==> src/rtl/fir_filter_pkg.sv <==
// ============================================================================
// fir_filter_pkg : widths, types and fixed coefficient set of the 16-tap FIR
// Revision: 1.0
// ============================================================================
`default_nettype none

package fir_filter_pkg;

  localparam int DATA_W = 16;
  localparam int COEF_W = 16;
  localparam int NTAPS  = 16;
  localparam int OUT_W  = 33;
  localparam int ACC_W  = 36;
  localparam int PROD_W = DATA_W + COEF_W;

  typedef logic signed [DATA_W-1:0] sample_t;
  typedef logic signed [COEF_W-1:0] coef_t;
  typedef logic signed [PROD_W-1:0] prod_t;
  typedef logic signed [ACC_W-1:0]  acc_t;
  typedef logic signed [OUT_W-1:0]  out_t;

  // Symmetric low-pass taps; sum|h| stays below 2^17 so the 33-bit output never wraps.
  localparam coef_t COEFS [NTAPS] = '{
    -16'sd120, -16'sd310, -16'sd250,  16'sd580,
     16'sd2100, 16'sd4600, 16'sd7300, 16'sd9100,
     16'sd9100, 16'sd7300, 16'sd4600, 16'sd2100,
     16'sd580, -16'sd250, -16'sd310, -16'sd120
  };

endpackage : fir_filter_pkg

`default_nettype wire

==> src/rtl/fir_mac_tree.sv <==
// ============================================================================
// fir_mac_tree : sums the registered tap products into a registered 36-bit total
// Revision: 1.0
// ============================================================================
`default_nettype none

module fir_mac_tree
  import fir_filter_pkg::*;
(
  input  logic  clk,
  input  logic  rst_n,
  input  logic  i_en,
  input  prod_t i_prod [NTAPS],
  output acc_t  o_sum
);

  acc_t w_sum;
  acc_t r_sum;

  always_comb begin
    w_sum = '0;
    for (int k = 0; k < NTAPS; k++) begin
      w_sum = w_sum + acc_t'(i_prod[k]);
    end
  end

  always_ff @(posedge clk) begin
    if (!rst_n) begin
      r_sum <= '0;
    end else if (i_en) begin
      r_sum <= w_sum;
    end
  end

  assign o_sum = r_sum;

endmodule : fir_mac_tree

`default_nettype wire

==> src/rtl/fir_filter.sv <==
// ============================================================================
// fir_filter : streaming 16-tap direct-form FIR, 2 pipeline stages after the delay line
// Revision: 1.0
// ============================================================================
`default_nettype none

module fir_filter
  import fir_filter_pkg::*;
(
  input  logic                     clk,
  input  logic                     rst_n,
  input  logic signed [DATA_W-1:0] FilterIn,
  input  logic                     ValidIn,
  output logic signed [OUT_W-1:0]  data_out,
  output logic                     ValidOut
);

  sample_t r_x    [NTAPS];
  prod_t   w_prod [NTAPS];
  prod_t   r_prod [NTAPS];
  logic    r_v_dl;
  logic    r_v_prod;
  logic    r_v_out;
  acc_t    w_acc;

  // Delay line and valid pipeline; the delay line only advances on accepted samples.
  always_ff @(posedge clk) begin
    if (!rst_n) begin
      for (int k = 0; k < NTAPS; k++) begin
        r_x[k] <= '0;
      end
      r_v_dl   <= 1'b0;
      r_v_prod <= 1'b0;
      r_v_out  <= 1'b0;
    end else begin
      r_v_dl   <= ValidIn;
      r_v_prod <= r_v_dl;
      r_v_out  <= r_v_prod;
      if (ValidIn) begin
        r_x[0] <= FilterIn;
        for (int k = 1; k < NTAPS; k++) begin
          r_x[k] <= r_x[k-1];
        end
      end
    end
  end

  for (genvar gk = 0; gk < NTAPS; gk++) begin : g_prod
    assign w_prod[gk] = prod_t'(r_x[gk]) * prod_t'(COEFS[gk]);
  end

  always_ff @(posedge clk) begin
    if (!rst_n) begin
      for (int k = 0; k < NTAPS; k++) begin
        r_prod[k] <= '0;
      end
    end else if (r_v_dl) begin
      for (int k = 0; k < NTAPS; k++) begin
        r_prod[k] <= w_prod[k];
      end
    end
  end

  fir_mac_tree u_mac_tree (
    .clk    (clk),
    .rst_n  (rst_n),
    .i_en   (r_v_prod),
    .i_prod (r_prod),
    .o_sum  (w_acc)
  );

  assign data_out = out_t'(w_acc);
  assign ValidOut = r_v_out;

endmodule : fir_filter

`default_nettype wire

==> config.mk <==
export PLATFORM = sky130hd
export DESIGN_NAME = fir_filter
export DESIGN_NICKNAME = d
export VERILOG_FILES = /design/src/rtl/fir_filter_pkg.sv /design/src/rtl/fir_mac_tree.sv /design/src/rtl/fir_filter.sv
export SDC_FILE = /design/constraint.sdc
export NUM_CORES = 2
export LEC_CHECK = 0
export CAP_MARGIN = 20
export CORE_MARGIN = 2
export CORE_UTILIZATION = 40
export DETAILED_ROUTE_END_ITERATION = 7
export GPL_ROUTABILITY_DRIVEN = 1
export HOLD_SLACK_MARGIN = 0.1
export PLACE_DENSITY_LB_ADDON = 0.3
export RECOVER_POWER = 25
export SLEW_MARGIN = 5
export SYNTH_ARGS = -nofsm -noshare
export SYNTH_HDL_FRONTEND = slang
export SYNTH_SLANG_ARGS = --single-unit
==> constraint.sdc <==
create_clock -name clk -period 18.6 [get_ports clk]
set_input_delay 2.79 -clock clk [delete_from_list [all_inputs] [get_ports clk]]
set_output_delay 2.79 -clock clk [all_outputs]
set_load 0.1 [all_outputs]
==> impl_metrics.csv <==
group,metric,value,unit
status,status,"finished with violations",
status,violations,"max-capacitance violations, max-slew violations",
critical_path,cp-start-kind,"input port",
clock_network,cts_tree,"done",
grt,grt_overflow,0,
floorplan,die_w,440.8,um
worst_hold_path,hold_path.class,"reg -> reg",
final_layout,layout.nets,9906,
floorplan,coreArea,0.1898,mm2
critical_path,r2r_cells,31,
synthesis,ys.flop_type,"dfxtp_1",
critical_path,cp.required,19.24,ns
grt,grt_pass1_wl,325200,um
final_layout,area_delta_synth_final,8.309,%
floorplan,die_h,440.8,um
drt,avgViaCountPerCell,5.101,
drt,vias,52760,
clock_network,cts.path.max_buffers,3,
drt,drc,0,
critical_path,worstPathArrival,11.97,ns
critical_path,r2r_setup_slack,10.04,ns
final_layout,multi_input_area,0.05325,mm2
drt,ant_nets,0,
timing,clock_skew,0.04106,ns
clock_network,cts_setup_buffers,0,
job,drv_cap,11,
timing,layout_min_cycle_time,11.33,ns
grt,grt_use_total,21.80,%
place,port_buffers,51,
synthesis,yosys_warnings,0,
synthesis,synth_seq_area_share,21.80,%
critical_path,slowest_stage,"clkinvlp_2",
place,place_ws,10.12,ns
drt,drtIter0Drc,2956,
clock_network,clock_sinks,703,
critical_path,critPathKind,"in -> reg",
timing,relSlewSlack,-135.8,%
floorplan,num_io_pins,53,
grt,antenna_found_initial,1,
synthesis,synth_area,0.07632,mm2
synthesis,synthArstFlopShare,0,%
worst_hold_path,hp-start,"r_prod[409]$_SDFFE_PN0P_",
synthesis,syn_nets,9907,
clock_network,cts_resized,0,
synthesis,synth_edf_count,256,
timing,tns,0,ns
final_layout,fillers,18390,
worst_hold_path,whs_endpoint,"r_prod[409]$_SDFFE_PN0P_",
critical_path,cpPeakStageDelay,3.69,ns
drt,drt-met1-wl,94770,um
final_layout,post-route-util,43.55,%
drt,wl_met2,98630,um
timing,slew_violations,565,
place,finalWeightedCongestion,0.9462,
final_layout,final_cell_mix,"inv_1, ha_1, fa_1",
clock_network,numCtsBuffers,89,
synthesis,synth_top_area_cell,"fa_1",
timing,rsz0062_at_grt,"false",
synthesis,synth_top_area_share,22.77,%
floorplan,fp-row-count,160,
critical_path,path_delay_family,"buffers and inverters",
final_layout,layout_commonest_cell,"inv_1",
critical_path,reg2reg_from,"r_prod[419]$_SDFFE_PN0P_",
synthesis,synth_area_leaders,"fa_1, ha_1, dfxtp_1",
synthesis,yosysUniqueCellTypes,83,
clock_network,clkTransAtPathRegs,0.06,ns
timing,setup_viol,0,
final_layout,diodes,0,
floorplan,die_area,0.1943,mm2
critical_path,crit_fanout,97,
critical_path,worstSetupEndpointType,"flip-flop",
drt,routed_wl,207500,um
synthesis,ys_seq_elements,703,
clock_network,clk_latency,0.73,ns
clock_network,hold_buffers,0,
floorplan,start_util,40.21,%
drt,dr_wl_met3,7207,um
critical_path,r2r_end,"u_mac_tree.o_sum[30]$_SDFFE_PN0P_",
timing,hold_viol_final,0,
timing,holdWs,0.4584,ns
timing,timing.final.ws_setup,7.268,ns
final_layout,drive_above_1_share,2.937,%
drt,routedWlPerCell,20.06,um
synthesis,synth_area_per_cell,9.837,um2
grt,grt_start_max_net_pins,98,
final_layout,regArea,0.01664,mm2
timing,worst_pin_slew,3.537,ns
critical_path,path_buf_inv,5,
clock_network,htree_levels,3,
critical_path,crit_chain,"clkbuf_1, clkinvlp_2, clkbuf_1, buf_4, buf_4, nor3_1, a32oi_1, nand3_1",
timing,fin_crit_sh,60.93,%
grt,grt_pass1_vias,54610,
worst_hold_path,min_path_cells,2,
place,dp_hpwl,169000,um
drt,dr.pass1.iters,6,
timing,max_freq,0.08824,GHz
clock_network,clockRootBuffer,"clkbuf_16",
synthesis,synth_cells,7758,
drt,top_layer_used,"met5",
[worst register-to-register path: cells and delay by family (launching register included)]
family	cells	cell delay, ns
flops	1	0.33
compound gates	12	2.80
xor+xnor	2	0.38
buf+inv	6	0.38
simple gates	2	0.48
fa+ha+maj	9	4.06
[area by class of cell]
type,count,share of cell area [%]
timing repair buffer,85,0.8840
tap,2511,3.801
inverter,1538,6.989
sequential,703,20.13
multi-input combinational,5340,64.42
clock inverter,43,0.6433
clock buffer,122,3.133
[state kept, by name, summed over array words and instances, names as in the netlist]
name and cells:
r_x 256, r_v_dl 1, r_v_prod 1, r_prod 412, ValidOut 1, u_mac_tree.o_sum 32
[per-stage QoR]
| step | cells | instance area, um2 |
|---|---|---|
| floorplan | 7758 | 76320 |
| global placement | 10180 | 79590 |
| detailed placement | 10180 | 79590 |
| CTS | 10340 | 82710 |
| global route | 10340 | 82660 |
| finish | 10340 | 82660 |
[kinds of logic (layout without fill, tap and decap cells)]
kind of cell	count (synthesis)	count (layout)	share of synthesized area, %
compound gates	1074	1074	8.814
simple gates	1418	1418	8.760
fa+ha+maj	2132	2132	43.49
flops	703	703	21.80
mux	277	277	3.669
other cells	1	1	0.004914
xor+xnor	438	438	5.027
buf+inv	1715	1788	8.442
[synth_stat cells (all sizes together) (13+ instances only)]
| master | count |
|---|---|
| a211oi | 77 |
| nor2b | 29 |
| nand2 | 257 |
| fa | 868 |
| a221oi | 13 |
| xnor2 | 287 |
| o21a | 48 |
| nand4 | 18 |
| nor2 | 573 |
| nand2b | 55 |
| and2 | 56 |
| o31ai | 15 |
| nor3 | 70 |
| nand3 | 71 |
| dfxtp | 447 |
| o21bai | 45 |
| o211ai | 19 |
| a21oi | 331 |
| o21ai | 259 |
| mux2 | 22 |
| inv | 1537 |
| xor2 | 151 |
| or3 | 23 |
| clkbuf | 148 |
| a21o | 133 |
| or2 | 22 |
| edfxtp | 256 |
| ha | 1262 |
| mux2i | 255 |
| a31oi | 29 |
| buf | 29 |
| and3 | 201 |
[worst max path at each step]
stage / to / slack [ns] / depth (start not counted) / start
2_1_floorplan: r_x[0][0]$_SDFFCE_PN0P_ / 8.50 / 3 / ValidIn
3_3_place_gp: u_mac_tree.o_sum[30]$_SDFFE_PN0P_ / 10.12 / 31 / r_prod[419]$_SDFFE_PN0P_
3_5_place_dp: u_mac_tree.o_sum[30]$_SDFFE_PN0P_ / 10.12 / 31 / r_prod[419]$_SDFFE_PN0P_
4_1_cts: u_mac_tree.o_sum[30]$_SDFFE_PN0P_ / 10.03 / 31 / r_prod[419]$_SDFFE_PN0P_
5_1_grt: u_mac_tree.o_sum[31]$_SDFFE_PN0P_ / 6.64 / 8 / rst_n
6_report: u_mac_tree.o_sum[31]$_SDFFE_PN0P_ / 7.27 / 8 / rst_n
[metal layers]
layer,global-route usage [%],vias to the layer above
met1,29.47,26250
met3,2.026,218
met2,36.81,844
met4,6.787,2
li1,-,25440
met5,0,-
Power is not shown: default switching activity piles up to over one toggle a cycle in this logic, so the estimate is an artifact.
